**src/rtl/muldiv_unit_pkg.sv**
```systemverilog
// Shared encode definitions for the multiply/divide unit and the controller side that drives it.
// Holds the 2-bit operation codes, the unit's state codes, the controller funct constants for
// the HI/LO instruction group, and small op-decode helpers.
package muldiv_unit_pkg;

  // Operation codes presented on muldiv_unit.op
  localparam logic [1:0] MD_MULT  = 2'b00;
  localparam logic [1:0] MD_MULTU = 2'b01;
  localparam logic [1:0] MD_DIV   = 2'b10;
  localparam logic [1:0] MD_DIVU  = 2'b11;

  // State codes
  localparam logic [1:0] MD_IDLE = 2'd0;
  localparam logic [1:0] MD_ITER = 2'd1;
  localparam logic [1:0] MD_FIX  = 2'd2;
  localparam logic [1:0] MD_DONE = 2'd3;

  typedef enum logic [1:0] {
    StIdle = MD_IDLE,
    StIter = MD_ITER,
    StFix  = MD_FIX,
    StDone = MD_DONE
  } md_state_e;

  // Controller-side R-type funct fields for the HI/LO group
  localparam logic [5:0] FUNCT_MFHI  = 6'h10;
  localparam logic [5:0] FUNCT_MTHI  = 6'h11;
  localparam logic [5:0] FUNCT_MFLO  = 6'h12;
  localparam logic [5:0] FUNCT_MTLO  = 6'h13;
  localparam logic [5:0] FUNCT_MULT  = 6'h18;
  localparam logic [5:0] FUNCT_MULTU = 6'h19;
  localparam logic [5:0] FUNCT_DIV   = 6'h1a;
  localparam logic [5:0] FUNCT_DIVU  = 6'h1b;

  // op[1] selects divide, op[0] selects the unsigned variant
  function automatic logic md_is_div(input logic [1:0] op);
    return op[1];
  endfunction

  function automatic logic md_is_signed(input logic [1:0] op);
    return ~op[0];
  endfunction

endpackage

```
**src/rtl/muldiv_unit.sv**
```systemverilog
// Iterative multiply/divide unit with HI/LO registers.
// One result bit per cycle: shift-add multiply, restoring divide, both on sign magnitudes,
// with the sign applied in a single FIX cycle.
// Ports:
//   clk, rst          clock (rising edge), asynchronous active-low reset
//   start, op, a, b   launch an operation (sampled only in IDLE)
//   hi_we, lo_we      mthi/mtlo strobes with data on wdata (honoured in IDLE/DONE only)
//   busy              operation in progress (ITER and FIX)
//   done              one-cycle pulse once HI/LO hold the new result
//   dz                divide-by-zero flag, held until the next accepted start
//   hi, lo            HI/LO registers
module muldiv_unit
  import muldiv_unit_pkg::*;
#(
  parameter int unsigned WIDTH = 32
) (
  input  logic             clk,
  input  logic             rst,
  input  logic             start,
  input  logic [1:0]       op,
  input  logic [WIDTH-1:0] a,
  input  logic [WIDTH-1:0] b,
  input  logic             hi_we,
  input  logic             lo_we,
  input  logic [WIDTH-1:0] wdata,
  output logic             busy,
  output logic             done,
  output logic             dz,
  output logic [WIDTH-1:0] hi,
  output logic [WIDTH-1:0] lo
);

  localparam int unsigned CntW = $clog2(WIDTH + 1);

  md_state_e          state_q, state_d;
  logic [1:0]         op_q, op_d;
  logic               sign_quo_q, sign_quo_d;  // a[MSB] ^ b[MSB]
  logic               sign_rem_q, sign_rem_d;  // a[MSB]
  logic               bzero_q, bzero_d;
  logic               dz_q, dz_d;
  logic [CntW-1:0]    cnt_q, cnt_d;
  logic [2*WIDTH-1:0] acc_q, acc_d;            // product, or remainder:quotient
  logic [WIDTH-1:0]   opnd_q, opnd_d;          // |multiplicand| or |divisor|
  logic [WIDTH-1:0]   a_q, a_d;                // raw dividend, returned in HI on divide by zero
  logic [WIDTH-1:0]   hi_q, hi_d;
  logic [WIDTH-1:0]   lo_q, lo_d;

  // Operand magnitudes at issue time
  logic             a_neg, b_neg;
  logic [WIDTH-1:0] a_mag, b_mag;

  always_comb begin
    a_neg = md_is_signed(op) & a[WIDTH-1];
    b_neg = md_is_signed(op) & b[WIDTH-1];
    a_mag = a_neg ? (~a + 1'b1) : a;
    b_mag = b_neg ? (~b + 1'b1) : b;
  end

  // One multiply step: conditional add into the upper half, then shift right with the carry.
  logic [WIDTH:0]     mul_sum;
  logic [2*WIDTH-1:0] mul_next;
  // One restoring-divide step on the left-shifted remainder (WIDTH+1 bits wide).
  logic [WIDTH:0]     rem_ext;
  logic [WIDTH:0]     div_diff;
  logic               div_ok;
  logic [2*WIDTH-1:0] div_next;

  always_comb begin
    mul_sum  = {1'b0, acc_q[2*WIDTH-1:WIDTH]} + {1'b0, opnd_q};
    mul_next = acc_q[0] ? {mul_sum, acc_q[WIDTH-1:1]} : {1'b0, acc_q[2*WIDTH-1:1]};

    rem_ext  = acc_q[2*WIDTH-1:WIDTH-1];
    div_diff = rem_ext - {1'b0, opnd_q};
    div_ok   = ~div_diff[WIDTH];
    div_next = div_ok ? {div_diff[WIDTH-1:0], acc_q[WIDTH-2:0], 1'b1}
                      : {acc_q[2*WIDTH-2:0], 1'b0};
  end

  // Sign fix-up of the finished magnitudes
  logic               fix_signed;
  logic [2*WIDTH-1:0] prod_fix;
  logic [WIDTH-1:0]   quo_fix, rem_fix;

  always_comb begin
    fix_signed = md_is_signed(op_q);
    prod_fix   = (fix_signed & sign_quo_q) ? (~acc_q + 1'b1) : acc_q;
    quo_fix    = (fix_signed & sign_quo_q) ? (~acc_q[WIDTH-1:0] + 1'b1) : acc_q[WIDTH-1:0];
    rem_fix    = (fix_signed & sign_rem_q) ? (~acc_q[2*WIDTH-1:WIDTH] + 1'b1)
                                           : acc_q[2*WIDTH-1:WIDTH];
  end

  always_comb begin
    state_d    = state_q;
    op_d       = op_q;
    sign_quo_d = sign_quo_q;
    sign_rem_d = sign_rem_q;
    bzero_d    = bzero_q;
    dz_d       = dz_q;
    cnt_d      = cnt_q;
    acc_d      = acc_q;
    opnd_d     = opnd_q;
    a_d        = a_q;
    hi_d       = hi_q;
    lo_d       = lo_q;

    unique case (state_q)
      StIdle: begin
        if (start) begin
          // start wins over a same-cycle mthi/mtlo
          op_d       = op;
          sign_quo_d = a[WIDTH-1] ^ b[WIDTH-1];
          sign_rem_d = a[WIDTH-1];
          bzero_d    = (b == '0);
          dz_d       = 1'b0;
          a_d        = a;
          cnt_d      = CntW'(WIDTH);
          acc_d      = md_is_div(op) ? {{WIDTH{1'b0}}, a_mag} : {{WIDTH{1'b0}}, b_mag};
          opnd_d     = md_is_div(op) ? b_mag : a_mag;
          state_d    = StIter;
        end else begin
          if (hi_we) hi_d = wdata;
          if (lo_we) lo_d = wdata;
        end
      end
      StIter: begin
        acc_d = md_is_div(op_q) ? div_next : mul_next;
        cnt_d = cnt_q - 1'b1;
        if (cnt_q == CntW'(1)) state_d = StFix;
      end
      StFix: begin
        if (!md_is_div(op_q)) begin
          hi_d = prod_fix[2*WIDTH-1:WIDTH];
          lo_d = prod_fix[WIDTH-1:0];
        end else if (bzero_q) begin
          hi_d = a_q;
          lo_d = '1;
          dz_d = 1'b1;
        end else begin
          hi_d = rem_fix;
          lo_d = quo_fix;
        end
        state_d = StDone;
      end
      StDone: begin
        if (hi_we) hi_d = wdata;
        if (lo_we) lo_d = wdata;
        state_d = StIdle;
      end
      default: state_d = StIdle;
    endcase
  end

  always_ff @(posedge clk or negedge rst) begin
    if (!rst) begin
      state_q    <= StIdle;
      op_q       <= '0;
      sign_quo_q <= 1'b0;
      sign_rem_q <= 1'b0;
      bzero_q    <= 1'b0;
      dz_q       <= 1'b0;
      cnt_q      <= '0;
      acc_q      <= '0;
      opnd_q     <= '0;
      a_q        <= '0;
      hi_q       <= '0;
      lo_q       <= '0;
    end else begin
      state_q    <= state_d;
      op_q       <= op_d;
      sign_quo_q <= sign_quo_d;
      sign_rem_q <= sign_rem_d;
      bzero_q    <= bzero_d;
      dz_q       <= dz_d;
      cnt_q      <= cnt_d;
      acc_q      <= acc_d;
      opnd_q     <= opnd_d;
      a_q        <= a_d;
      hi_q       <= hi_d;
      lo_q       <= lo_d;
    end
  end

  assign busy = (state_q == StIter) || (state_q == StFix);
  assign done = (state_q == StDone);
  assign dz   = dz_q;
  assign hi   = hi_q;
  assign lo   = lo_q;

endmodule
```
**config.mk**
```make
export PLATFORM = sky130hd
export DESIGN_NAME = muldiv_unit
export DESIGN_NICKNAME = d
export VERILOG_FILES = /design/src/rtl/muldiv_unit_pkg.sv /design/src/rtl/muldiv_unit.sv
export SDC_FILE = /design/constraint.sdc
export NUM_CORES = 1
export LEC_CHECK = 0
export BUFFER_PORTS_ARGS = -buffer_cell sky130_fd_sc_hd__clkbuf_2
export CAP_MARGIN = 20
export CORE_ASPECT_RATIO = 0.75
export CORE_MARGIN = 1.5
export CORE_UTILIZATION = 30
export DETAILED_ROUTE_END_ITERATION = 7
export SYNTH_ARGS = -nofsm -noshare
export SYNTH_HDL_FRONTEND = slang
export SYNTH_SLANG_ARGS = --single-unit
```
**constraint.sdc**
```tcl
create_clock -name clk -period 3.2 [get_ports clk]
set_clock_uncertainty 0.15 [all_clocks]
set_input_delay 0.64 -clock clk [delete_from_list [all_inputs] [get_ports clk]]
set_output_delay 0.64 -clock clk [all_outputs]
set_load 0.02 [all_outputs]
```
### Word-level counts from Yosys, hierarchy flattened

Cells that the tools add are included.

* register bits after elaboration: 206
* bits of input ports: 103
* output and inout port bits: 67
* logic and storage cells: 83

* add/sub/neg operators: 8
* equality and inequality tests: 9
* multiplexer cells: 31
* bitwise gates (word level): 12
* reduce and logical (&&, ||, !) cells: 11

Operators by type and width (count)
* 32-bit 2-to-1 mux: 14
* 64-bit 2-to-1 mux: 5
* 32-bit case mux with 3 select lines: 2
* 32-bit by 1-bit adder with 32-bit output (second input constant): 4
* 32-bit inverter: 4
* 64-bit case mux with 2 select lines: 1
* 64-bit by 1-bit adder with 64-bit output (second input constant): 1
* 64-bit inverter: 1
* 32-bit by 32-bit adder with 33-bit output: 1
* 33-bit by 32-bit subtractor with 33-bit output: 1
* 32-bit logical NOT: 1
* 6-bit case mux with 2 select lines: 1
* 2-bit inequality test (second input constant): 5
* 2-bit case mux with 4 select lines: 1
* 2-bit AND reduction: 4
* 6-bit by 1-bit equality test with 1-bit output (second input constant): 1
* 6-bit 2-to-1 mux: 1
* 6-bit by 1-bit subtractor with 6-bit output (second input constant): 1
* 1-bit AND: 4
* 2-bit equality test (second input constant): 2
* 2-bit 2-to-1 mux: 2
* 4-bit AND reduction: 1
* 2-bit nonzero test: 2
* 1-bit 2-to-1 mux: 3
* 7 further kinds: 8

### Logic depth before layout (Yosys ltp)

* depth after elaboration: 6
* depth in mapped cells: 14
* mapped depth without buffers: 12

### Worst setup path before layout

Ideal clock, no wire load.

* path kind: reg-to-reg
* from: register acc_q[31]
* to: register acc_q[57]
* arrival: 2.948 ns
* required time: 2.924 ns
* setup slack: -0.024 ns
* stages on the path, launching flop included: 12
* path buffers: 0
* cells stage by stage: dfrtp_1 -> inv_1 -> ha_1 -> fa_1 -> nand2b_1 -> a21oi_1 -> o21ai_0 -> o211ai_1 -> a41oi_2 -> xnor2_2 -> mux2_2 -> a221o_1

* cells in the longest elaborated chain, start to end: 4

RTL lines
* start: declaration: RTL line muldiv_unit.sv:42 `logic [2*WIDTH-1:0] acc_q, acc_d;`
* start signal: assignment: RTL line muldiv_unit.sv:162 `acc_q <= '0;`
* start signal: assignment: RTL line muldiv_unit.sv:175 `acc_q <= acc_d;`
* 33-bit by 32-bit subtractor with 33-bit output: RTL line muldiv_unit.sv:73 `div_diff = rem_ext - {1'b0, opnd_q};`
* 64-bit 2-to-1 mux: RTL line muldiv_unit.sv:75 `div_next = div_ok ? {div_diff[WIDTH-1:0], acc_q[WIDTH-2:0], 1'b1}`
* 64-bit 2-to-1 mux: RTL line muldiv_unit.sv:126 `acc_d = md_is_div(op_q) ? div_next : mul_next;`
* 64-bit case mux with 2 select lines: RTL line muldiv_unit.sv:106 `unique case (state_q)`

No other way between the ends.
A chain may end at the register's enable or synchronous reset.

### Worst setup path in the final report

* from: register acc_q[33]
* to: register acc_q[60]

* cells in the longest elaborated chain, start to end: 4

RTL lines (RTL line)
* 33-bit by 32-bit subtractor with 33-bit output / 32-bit by 32-bit adder with 33-bit output (equally long branches): muldiv_unit.sv:73, muldiv_unit.sv:69
* 64-bit 2-to-1 mux, on equally long branches: muldiv_unit.sv:75, muldiv_unit.sv:70
* 64-bit 2-to-1 mux *: muldiv_unit.sv:126
* 64-bit case mux with 2 select lines *: muldiv_unit.sv:106

Every way passes the cells marked *; elsewhere a longest branch is shown, timed or not.

==> metrics.md <==
| Metric | Value |
|---|---|
| Final setup violation count | `1` |
| Cells along the critical path | `ha_1 > a211oi_4 > nor3_2 > o21ai_1 > buf_4 > a21oi_4 > o311a_4 > a311o_1 > xor2_2 > a21oi_2 > o41ai_2` |
| Global routing met2 resource utilization | `36.48%` |
| Worst hold path class | `input port to flip-flop` |
| Crit path time final | `3.203 ns` |
| Arrival time reported for the critical path endpoint | `around 3.5 ns` |
| Met1 usage in global routing | `slightly below 40%` |
| Share of the core filled with cells | `about two fifths` |
| Netlist area before placement | `17720 um^2` |
| Die width | `283.7 um` |
| Share of synthesized flip-flops with an asynchronous set or reset | `100.0%` |
| Largest net degree at the start of global routing | `110` |
| Max cap viols | `0` |
| Synthesized area divided by synthesized cell count | `a little under 8 um^2` |
| Number of instances on the worst hold path | `3` |
| Setup repair after global routing missed its margin | `true` |
| Net Count, Synth | `~2.4k` |
| Number of distinct standard cells referenced by the synthesized netlist | `between 80 and 90` |
| Sort of element at the start of the critical path | `flip-flop` |
| Slew HR | `33.29%` |
| Cell leakage power | `just over 10 nW` |
| Final #Nets | `approximately 2.8k` |
| PwrDens | `~1200 nW/um^2` |
| Count of buffers from port buffering | `169` |
| Global-route wire length before repair | `approximately 120000 um` |
| # placed instances | `between 3k and 4k` |
| CTS H-tree depth | `1` |
| Post-CTS clock slew at the launch and capture registers of the worst setup and hold paths | `~0.070 ns` |
| Die H | `213.5 um` |
| Endpoint required time on the critical path | `3.50 ns` |
| Initial cell density of the core | `between 30 and 40%` |
| N_diodes | `0` |
| Count of yosys warnings during synthesis | `0` |
| Share of the yosys chip area belonging to registers | `about 29%` |
| Most used cells in the layout excluding fill and tap cells | `297 x buf_4, 235 x a21oi_1, 201 x nor2_1` |
| Root buffer cell | `clkbuf_16` |
| Area enclosed by the die boundary | `a little over 60000 um^2` |
| Buffer levels on the longest clock path | `3` |
| Post-synth EDFFs | `0` |
| Minimum setup slack in the final design | `-0.002959 ns` |
| Count of unresolved DRC violations after routing | `0` |
| Max Fanout on Critical Path | `3` |
| Slew at the pin with the worst max-slew slack | `0.9947 ns` |
| Floorplan Core Area | `roughly 58000 um^2` |
| CP peak stage delay | `between 0.4 and 0.5 ns` |
| Violated checks | `setup timing` |
| Number of hold violations in the final report | `0` |
| Slowest cell on crit path | `o311a_4` |
| Post-place setup slack | `-0.4100 ns` |
| Count of TritonRoute iterations in the first routing pass | `8` |
| Kind of end point of the critical path | `flip-flop` |
| Number of global-route vias before repair | `around 18k` |
| Gr usage total | `approximately 25%` |
| Final cycle utilization of the critical path | `100.1%` |
| Synthesized flop and latch total | `205` |
| Placed standard-cell area | `roughly 21000 um^2` |
| Register-to-Register Path Depth | `11` |
| Average wire per cell in the routed design | `about 23 um` |
| Ports placed on the boundary | `170` |
| Inserted Clock Buffers | `24` |
| Post-detailed-route via-to-cell ratio | `between 5 and 6` |
| Final cell count without fillers | `3375` |
| Outcome | `finished with violations` |
| Final max-slew violation count | `0` |
| Worst vdd rail ir drop | `roughly 480 uV` |
| Met3 capacity usage during global routing | `under 10%` |
| Commonest non-fill, non-tap cell in the layout | `buf_4` |
| Detailed router's first-iteration violation count | `between 1.5k and 2k` |
| Area growth, synth to finish | `29.24%` |
| Antenna violation net count after detailed routing | `0` |
| # rows | `76` |
| Gate count after technology mapping | `around 2.2k` |
| DP HPWL | `between 60000 and 70000 um` |
| Leading register cell type out of synthesis | `dfrtp_1` |
| Post-route cell area | `between 20000 and 25000 um^2` |
| Weighted congestion at the end of routability-driven global placement | `approximately 0.97` |
| Clock latency on the worst-skew pair | `between 0.5 and 0.6 ns` |
| Fraction of final layout cells sized beyond drive strength 1 | `around 28%` |
| Via total after detailed routing | `between 15k and 20k` |
| Type of the worst setup path | `flip-flop to flip-flop` |
| Total wirelength of the detailed-routed design | `about 79000 um` |
| TritonCTS clock tree | `done` |
| Total number of clock tree sinks | `between 200 and 250` |
| Global route hottest layer | `met1` |
| F_max | `between 300 and 400 MHz` |
| GR Overflow Total | `0` |
| Initial antenna violation count | `3` |
## cells in the mapped netlist, types with 16 or more instances
cell / count / share of area [%]
o21ai_0: 198 / 5.6
clkbuf_1: 137 / 2.9
o211ai_1: 17 / 0.72
and3_1: 17 / 0.60
a31oi_1: 32 / 1.1
nor3_1: 61 / 1.7
a211oi_1: 34 / 1.4
nor2_1: 204 / 4.3
xnor2_1: 100 / 4.9
dfrtp_1: 205 / 29
nor2b_1: 16 / 0.56
a21oi_1: 247 / 7.0
ha_1: 74 / 5.2
xor2_1: 93 / 4.6
o22ai_1: 42 / 1.5
nand2_1: 200 / 4.2
nand3_1: 27 / 0.76
nand2b_1: 29 / 1.0
o31ai_1: 20 / 0.85
mux2_2: 56 / 3.6
nor3b_1: 31 / 1.3
mux2i_1: 61 / 3.4
inv_1: 67 / 1.4
a21o_1: 35 / 1.5
## flip-flops by register name (all words and copies together), names as in the netlist
register    count
opnd_q         32
dz              1
sign_rem_q      1
a_q            31
bzero_q         1
hi             32
op_q            2
cnt_q           6
sign_quo_q      1
acc_q          64
state_q         2
lo             32
## final cells by class
class | instances | area, um^2
fill | 5930 | 35000
inverter | 68 | 255.2
tap | 780 | 975.9
sequential | 205 | 5155
multi-input combinational | 1796 | 12310
timing repair buffer | 485 | 3413
clock buffer | 28 | 635.6
clock inverter | 13 | 158.9
## through the flow
step	hold slack, ns	power [mW]	setup TNS (ns)
2_1_floorplan	0.1944	16.17	-0.001532
3_3_place_gp	0.3204	23.61	-5.583
3_5_place_dp	0.3246	23.78	-8.613
4_1_cts	0.2022	27.01	-0.05093
5_1_grt	0.2100	30.13	-0.6544
6_report	0.2056	28.29	-0.002959
## power breakdown
part | switching [mW] | leakage (nW) | internal (mW) | total, mW
Sequential | 1.45 | 2.50 | 3.85 | 5.30
Combinational | 11.7 | 7.35 | 8.44 | 20.1
Clock | 1.28 | 0.379 | 1.60 | 2.88
Total | 14.4 | 10.2 | 13.9 | 28.3
## worst paths after layout
path / startpoint / endpoint / slack [ns]
max: acc_q[33] / acc_q[60] / -0.003
min: wdata[27] / hi[27] / 0.21
max reg2reg: acc_q[33] / acc_q[60] / -0.003
min reg2reg: lo[16] / lo[16] / 0.33
max in group asynchronous: rst / hi[10] / 1.55
min in group asynchronous: rst / acc_q[58] / 0.54
## what timing repair did
item                                    4_1_cts  5_1_grt
gates resized for setup                      31      111
endpoints found under the setup margin       38       47
cloned                                        0        1
pin swaps                                     8       21
hold endpoints to repair                     11        0
setup buffers                                 3       12
hold buffers                                  1        0
## per-layer routing
metal / wire, um / vias to the layer above
li1: - / 8733
met1: 37840 / 9197
met2: 32380 / 748
met3: 6805 / 91
met4: 1726 / 0
met5: 0 / -
## kinds of logic after synthesis
kind of cell,Yosys count,share of synthesized area (%)
simple gates,673,18.80
fa+ha+maj,76,5.450
flops,205,28.94
mux,118,7.088
buf+inv,230,5.048
compound gates,735,25.04
xor+xnor,194,9.629
## critical path, delay by kind of cell, from the launching register on
family / cells / cell delay [ns]
compound gates: 7 / 1.75
xor+xnor: 1 / 0.18
flops: 1 / 0.39
simple gates: 1 / 0.11
buf+inv: 1 / 0.15
fa+ha+maj: 1 / 0.35
No activity file was read; power rests on OpenSTA's default activity.
